## src/rtl/fpmul_pipe_hs.sv

```systemverilog
// fpmul_pipe_hs: pipelined IEEE-754 multiply front end with valid/ready
// handshake and per-stage flush.
//
// Stage 0 latches operand-derived data (sign, biased exponent sum, both
// significands, class flags, rm, tag). Stage 1 latches the full significand
// product. Any further stages are pure delay. The last stage drives out_*.
//
// Ports:
//   clk, rst             clock, synchronous active-high reset
//   in_valid/in_ready    upstream handshake; a, b operands; rm, tag_i sideband
//   flush[k]             kill stage k at the next edge
//   out_valid/out_ready  downstream handshake
//   out_sign/out_exp/out_prod/out_rm/out_tag, out_nan/out_inf/out_zero/out_invalid
//   stage_valid, stage_tag  per-stage occupancy and tag
module fpmul_pipe_hs #(
  parameter int EXP_W  = 8,
  parameter int MAN_W  = 23,
  parameter int STAGES = 2,
  parameter int TAG_W  = 8
) (
  input  logic                           clk,
  input  logic                           rst,
  input  logic                           in_valid,
  output logic                           in_ready,
  input  logic [EXP_W+MAN_W:0]           a,
  input  logic [EXP_W+MAN_W:0]           b,
  input  logic [2:0]                     rm,
  input  logic [TAG_W-1:0]               tag_i,
  input  logic [STAGES-1:0]              flush,
  output logic                           out_valid,
  input  logic                           out_ready,
  output logic                           out_sign,
  output logic signed [EXP_W+1:0]        out_exp,
  output logic [2*MAN_W+1:0]             out_prod,
  output logic [2:0]                     out_rm,
  output logic [TAG_W-1:0]               out_tag,
  output logic                           out_nan,
  output logic                           out_inf,
  output logic                           out_zero,
  output logic                           out_invalid,
  output logic [STAGES-1:0]              stage_valid,
  output logic [STAGES-1:0][TAG_W-1:0]   stage_tag
);

  localparam int SIG_W  = MAN_W + 1;
  localparam int PROD_W = 2 * SIG_W;
  localparam int EW     = EXP_W + 2;
  localparam logic [EW-1:0] BIAS = EW'(2**(EXP_W-1) - 1);

  if (STAGES < 2 || STAGES > 6) begin : g_bad_stages
    $error("fpmul_pipe_hs: STAGES must be in 2..6");
  end

  // In stage 0 the prod field carries {sig_a, sig_b}; from stage 1 on it
  // carries their product. Both are exactly PROD_W bits wide.
  typedef struct packed {
    logic                 sign;
    logic signed [EW-1:0] expo;
    logic [PROD_W-1:0]    prod;
    logic [2:0]           rm;
    logic [TAG_W-1:0]     tag;
    logic                 nan;
    logic                 inf;
    logic                 zero;
    logic                 invalid;
  } pl_t;

  logic [STAGES-1:0] r_valid;
  pl_t               r_pl [STAGES];

  logic [STAGES-1:0] w_adv;
  logic              w_accept;
  pl_t               w_in_pl;
  pl_t               w_s1_pl;
  logic [PROD_W-1:0] w_prod;

  logic [EXP_W-1:0]  w_ea, w_eb;
  logic [MAN_W-1:0]  w_fa, w_fb;
  logic [EW-1:0]     w_ea_x, w_eb_x;
  logic              w_a_nan, w_a_inf, w_a_zero;
  logic              w_b_nan, w_b_inf, w_b_zero;
  logic              w_inv, w_nan, w_inf;

  // A stage is blocked only when every stage after it is full and the
  // consumer is not taking the last one. Written flat rather than as a
  // ripple through w_adv so there is no combinational loop on the vector.
  function automatic logic f_blocked(input logic [STAGES-1:0] v, input logic rdy, input int k);
    logic blk;
    blk = !rdy;
    for (int j = k + 1; j < STAGES; j++) blk = blk & v[j];
    return blk;
  endfunction

  always_comb begin
    w_adv = '0;
    for (int k = 0; k < STAGES; k++) w_adv[k] = r_valid[k] && !f_blocked(r_valid, out_ready, k);
  end

  assign in_ready = rst || !r_valid[0] || w_adv[0];
  assign w_accept = in_valid && in_ready;

  // Operand decode
  assign w_ea     = a[MAN_W +: EXP_W];
  assign w_eb     = b[MAN_W +: EXP_W];
  assign w_fa     = a[MAN_W-1:0];
  assign w_fb     = b[MAN_W-1:0];
  assign w_a_nan  = (&w_ea) && (|w_fa);
  assign w_a_inf  = (&w_ea) && !(|w_fa);
  assign w_a_zero = (w_ea == '0) && (w_fa == '0);
  assign w_b_nan  = (&w_eb) && (|w_fb);
  assign w_b_inf  = (&w_eb) && !(|w_fb);
  assign w_b_zero = (w_eb == '0) && (w_fb == '0);
  assign w_inv    = (w_a_inf && w_b_zero) || (w_b_inf && w_a_zero);
  assign w_nan    = w_a_nan || w_b_nan || w_inv;
  assign w_inf    = (w_a_inf || w_b_inf) && !w_nan;
  // Subnormals use exponent 1 with a zero implicit bit.
  assign w_ea_x   = (w_ea == '0) ? EW'(1) : EW'(w_ea);
  assign w_eb_x   = (w_eb == '0) ? EW'(1) : EW'(w_eb);

  always_comb begin
    w_in_pl         = '0;
    w_in_pl.sign    = a[EXP_W+MAN_W] ^ b[EXP_W+MAN_W];
    w_in_pl.expo    = $signed(w_ea_x + w_eb_x - BIAS);
    w_in_pl.prod    = {(|w_ea), w_fa, (|w_eb), w_fb};
    w_in_pl.rm      = rm;
    w_in_pl.tag     = tag_i;
    w_in_pl.nan     = w_nan;
    w_in_pl.inf     = w_inf;
    w_in_pl.zero    = (w_a_zero || w_b_zero) && !w_nan && !w_inf;
    w_in_pl.invalid = w_inv;
  end

  assign w_prod = PROD_W'(r_pl[0].prod[PROD_W-1:SIG_W]) * PROD_W'(r_pl[0].prod[SIG_W-1:0]);

  always_comb begin
    w_s1_pl      = r_pl[0];
    w_s1_pl.prod = w_prod;
  end

  // Flush wins over load; a stage that empties also has its payload zeroed.
  always_ff @(posedge clk) begin
    if (rst) begin
      r_valid <= '0;
      for (int k = 0; k < STAGES; k++) r_pl[k] <= '0;
    end else begin
      if (flush[0] || (!w_accept && w_adv[0])) begin
        r_valid[0] <= 1'b0;
        r_pl[0]    <= '0;
      end else if (w_accept) begin
        r_valid[0] <= 1'b1;
        r_pl[0]    <= w_in_pl;
      end
      for (int k = 1; k < STAGES; k++) begin
        if (flush[k] || (!w_adv[k-1] && w_adv[k])) begin
          r_valid[k] <= 1'b0;
          r_pl[k]    <= '0;
        end else if (w_adv[k-1]) begin
          r_valid[k] <= 1'b1;
          r_pl[k]    <= (k == 1) ? w_s1_pl : r_pl[k-1];
        end
      end
    end
  end

  assign out_valid   = r_valid[STAGES-1];
  assign out_sign    = r_pl[STAGES-1].sign;
  assign out_exp     = r_pl[STAGES-1].expo;
  assign out_prod    = r_pl[STAGES-1].prod;
  assign out_rm      = r_pl[STAGES-1].rm;
  assign out_tag     = r_pl[STAGES-1].tag;
  assign out_nan     = r_pl[STAGES-1].nan;
  assign out_inf     = r_pl[STAGES-1].inf;
  assign out_zero    = r_pl[STAGES-1].zero;
  assign out_invalid = r_pl[STAGES-1].invalid;
  assign stage_valid = r_valid;

  always_comb begin
    stage_tag = '0;
    for (int k = 0; k < STAGES; k++) stage_tag[k] = r_pl[k].tag;
  end

endmodule

```

## config.mk

```make
export PLATFORM = sky130hd
export DESIGN_NAME = fpmul_pipe_hs
export DESIGN_NICKNAME = d
export VERILOG_FILES = /design/src/rtl/fpmul_pipe_hs.sv
export SDC_FILE = /design/constraint.sdc
export NUM_CORES = 2
export LEC_CHECK = 0
export ABC_CLOCK_PERIOD_IN_PS = 7300
export BUFFER_PORTS_ARGS = -buffer_cell sky130_fd_sc_hd__buf_4
export CORE_MARGIN = 1
export CORE_UTILIZATION = 40
export DETAILED_ROUTE_END_ITERATION = 12
export PLACE_DENSITY_LB_ADDON = 0.1
export SETUP_SLACK_MARGIN = 0.1
export SYNTH_ARGS = -nofsm -noshare
export SYNTH_HDL_FRONTEND = slang
export SYNTH_SLANG_ARGS = --single-unit
```

## constraint.sdc

```tcl
create_clock -name clk -period 7.3 [get_ports clk]
set_clock_uncertainty 0.2 [all_clocks]
set_input_delay 1.095 -clock clk [delete_from_list [all_inputs] [get_ports clk]]
set_output_delay 1.095 -clock clk [all_outputs]
set_load 0.03 [all_outputs]
```

======== After elaboration in Yosys (flattened, before gate mapping) ========
Memories as Yosys holds them, arrays and structs flattened.
Cells that the tools add are included.
storage, ports and cells
  flip-flop bits (word level) ............. 2
  bits of input ports ..................... 81
  memory bits (writable) .................. 148
  memories kept ........................... 1
  logic and storage cells ................. 80
  output and inout port bits .............. 94
cells by class
  reduce and logical (&&, ||, !) cells .... 46
  muxes and demuxes ....................... 22
  $mul .................................... 1
  bitwise gates (word level) .............. 6
  add/subtract/negate cells ............... 2
memories
  memory  words  width  rd ports  clocked after memory_dff  write ports  RTL line  source
  r_pl    2      74     2         0                         2            69        pl_t r_pl [STAGES];
operators by type and width
  operator                                                             number
  74-bit 2-to-1 mux                                                    4
  24-bit by 24-bit multiplier with 48-bit output                       1
  23-bit logical NOT                                                   2
  23-bit OR reduction                                                  2
  1-bit logical AND                                                    16
  8-bit logical NOT                                                    2
  1-bit 2-to-1 mux                                                     16
  8-bit 2-to-1 mux                                                     2
  8-bit AND reduction                                                  2
  8-bit OR reduction                                                   2
  9-bit by 7-bit subtractor with 10-bit output, second input constant  1
  8-bit by 8-bit adder with 9-bit output                               1
  1-bit logical NOT                                                    9
  1-bit logical OR                                                     9
  1-bit bitwise OR                                                     4
  2-bit OR reduction                                                   2
  1-bit bitwise AND                                                    1
  1-bit bitwise XOR                                                    1

======== Longest topological paths before layout ========
  depth after elaboration ................. 14
  mapped depth ............................ 26
  mapped depth without buffers ............ 24

======== Least setup slack after synthesis ========
OpenSTA, ideal clock, no wires.
  path kind ............................... in2reg
  start ................................... input port out_ready
  end ..................................... memory r_pl[1][0] (netlist bit) (enable)
  library setup time ...................... 0.608 ns
  data arrival time ....................... 6.369 ns
  cell stages on the path ................. 2
  setup slack ............................. 0.123 ns
  data required time ...................... 6.492 ns
  path buffers ............................ 0
  cell sequence ........................... nor2b_1 o21ai_0
RTL lines
  element             RTL line  source
  start: declaration  31        input logic out_ready,
  end: declaration    69

==> out/metrics.csv <==
metric,value,unit
slew-limit-headroom,0.331,
critPathKind,reg2reg,
max_stage_delay,0.55,ns
global_route.overflow_total,0,
grt_pass1_wl,115000,um
critPathMaxFanout,10,
ir_worst_vdd,0.116,mV
dp_worst_setup_slack,-0.0823,ns
drtPass1Iterations,5,
number_of_buffers_between_clock_root_and_the_deepest_sink,2,
final_nets,3599,
yosysSeqAreaShare,0.177,
min_path_type,reg2reg,
avgRoutedWirePerCell,19.7,um
floorplan.io_pins,175,
maxCapViolCount,0,
timing.critical_path.to,r_pl[1][62]$_SDFFCE_PN0P_,
timing_worst_slew_pin_value,1.00,ns
core_region_area,0.0622,sq mm
routabilityCongestion,0.875,
synth-main-ff-cell,edfxtp_1,
routed_wirelength,72900,um
crit_path_top_delay_cell,fa_1,
postLayoutSetupSlackWorst,0.275,ns
clk_pin_slew,0.07,ns
detail_route.drc_violations,0,
ys_warnings,0,
drtAntennaViolNets,0,
number_of_core_rows,91,
final_setup_violation_count,0,
first_iteration_detailed_routing_drc_count,1085,
power.static_leakage,14.4,nW
grt_setup_unrepaired,true,
post-place-cells,3610,
global_route.usage.total,0.237,
die_h,254,um
timing.critical_path.arrival,7.12,ns
run_status,"complete, no violations",
via_count_of_the_first_global_routing_pass,19900,
critPathRequiredTime,7.39,ns
synth_async_sr_flop_share,0,
synth.net_count,3396,
number_of_buffers_added_by_the_clock_tree_synthesis_step,17,
maximum_number_of_pins_on_one_net_before_global_route_repair,67,
die_x,254,um
dieArea,0.0643,sq mm
period_share,0.962,
number_of_antenna_violations_at_the_first_check_in_global_routing,1,
synth_area_leader_cell,fa_1,
postCtsHoldBufs,0,
htree_levels,4,
tritoncts_num_sinks,150,
maxSlewViolCount,0,
fmax,0.142,GHz
synth-edff-count,148,
layout_commonest_cell,inv_1,
post_route_cells_drive_above_1_share,0.163,
initial_utilization,0.407,
regToRegEndpoint,r_pl[1][62]$_SDFFCE_PN0P_,
tritoncts_clock_tree,built,
worst_setup_path_startpoint,r_pl[0][16]$_SDFFCE_PN0P_,
hold_viol,0,
io_buffers,174,
yosys.area.top_type_share,0.382,
finalCriticalPeriod,7.02,ns
worst_setup_path_start_kind,flip-flop,
synth.area.top_cells,"fa_1 38%, edfxtp_1 18%, and2_1 9.5%",
min-delay-start,r_pl[0][13]$_SDFFCE_PN0P_,
r2r_start,r_pl[0][16]$_SDFFCE_PN0P_,
yosysUniqueCellTypes,60,
insertion_delay,0.45,ns
reg2reg_setup_slack,0.28,ns
post_drt_via_cell_ratio,4.96,
detailroute.via_count,18300,
post_layout_nonfiller_instances,3697,
syn_area_per_cell,9.58,sq um
synth-seq-cells,150,
area.growth.synth_to_final,18.0,%
critical_path.endpoint_type,flip-flop,
mappedNetlistArea,0.0253,sq mm
layout.cells.most_common_list,"562 x inv_1, 463 x fa_1, 384 x and2_1, 334 x nand2_1, 288 x buf_4",
synth_cells,2643,
power-per-cell-area,115,mW/mm^2
worst-r2r-cell-count,25,
final_util,0.481,
timing.critical_path.mode_cell,fa_1,
p_total,3.43,mW
clock_tree.root_cell,clkbuf_16,
dp.final_hpwl,58900,um
-- critical path: cells and delay by family, from the launching register on --
family                   cells  cell delay, ns
buffers and inverters        8            0.90
flip-flops                   1            0.48
AND/OR/NAND/NOR              2            0.23
adder cells (fa/ha/maj)      8            3.63
AO/OA/AOI/OAI                6            1.20
multiplexers                 1            0.20
-- worst min-delay path by stage --
stage                                      to  slack (ns)  cells past startpoint
floorplan            r_pl[1][0]$_SDFFCE_PN0P_        0.30                      1
global placement    r_pl[1][13]$_SDFFCE_PN0P_        0.30                      1
detailed placement  r_pl[1][13]$_SDFFCE_PN0P_        0.30                      1
CTS                 r_pl[1][13]$_SDFFCE_PN0P_        0.32                      1
global route        r_pl[1][12]$_SDFFCE_PN0P_        0.34                      1
finish              r_pl[1][13]$_SDFFCE_PN0P_        0.32                      1
-- per-stage QoR --
step                      TNS [ns]  instance area, sq um  hold WS [ns]
final                            0                 29900         0.320
after global routing             0                 29900         0.342
after CTS                        0                 29100         0.322
after detailed placement   -0.0823                 28200         0.303
after global placement      -0.199                 28200         0.300
after floorplan                  0                 25300         0.297
-- Yosys cell counts (19+ instances only) --
cell and instances:
a21oi_1 59, and2_1 385, clkbuf_1 135, edfxtp_1 148
fa_1 483, ha_1 189, inv_1 565, nand2_1 336
nand3_1 19, nor2_1 74, o21ai_0 27, xnor2_1 21
xor2_1 19
-- per-layer routing --
layer / wire (um) / global-route usage / vias up
met5: 13 / 0 / -
met4: 1210 / 0.0405 / 2
met3: 5100 / 0.0419 / 60
met2: 32800 / 0.366 / 538
met1: 33700 / 0.350 / 9378
li1: - / - / 8353
-- cell type report --
cell class                      instances  area, sq um
Timing Repair Buffer                  338         3110
Fill cell                            5904        32300
Inverter                              565         2120
Clock inverter                         14          176
Multi-Input combinational cell       1774        18500
Clock buffer                           18          429
Tap cell                              837         1050
Antenna cell                            1         2.50
Sequential cell                       150         4480
-- flip-flops by register name, indices dropped and copies added (netlist names) --
register,flops
r_pl,148
stage_valid,2
-- repair_timing --
action | CTS | global route
pin swaps | 0 | 62
endpoints found under the setup margin | 12 | 24
gates cloned | 0 | 4
resized for setup | 2 | 101
setup buffers | 22 | 28
-- cells by family (layout without fill, tap and decap cells) --
group | count (synthesis) | in the layout | synth area share
xor+xnor | 40 | 40 | 0.0138
mux | 3 | 3 | 0.00124
other cells | 0 | 1 | 0
compound gates | 172 | 172 | 0.0455
fa+ha+maj | 672 | 672 | 0.475
flops | 150 | 150 | 0.177
buf+inv | 719 | 935 | 0.109
simple gates | 887 | 887 | 0.178
-- power by group --
group / leakage, nW / total, mW / internal (mW) / switching (mW)
clock: 0.296 / 0.921 / 0.493 / 0.428
combinational: 12.3 / 1.48 / 0.615 / 0.870
sequential: 1.72 / 1.02 / 0.993 / 0.0303
No activity file was read; power rests on OpenSTA's default activity.
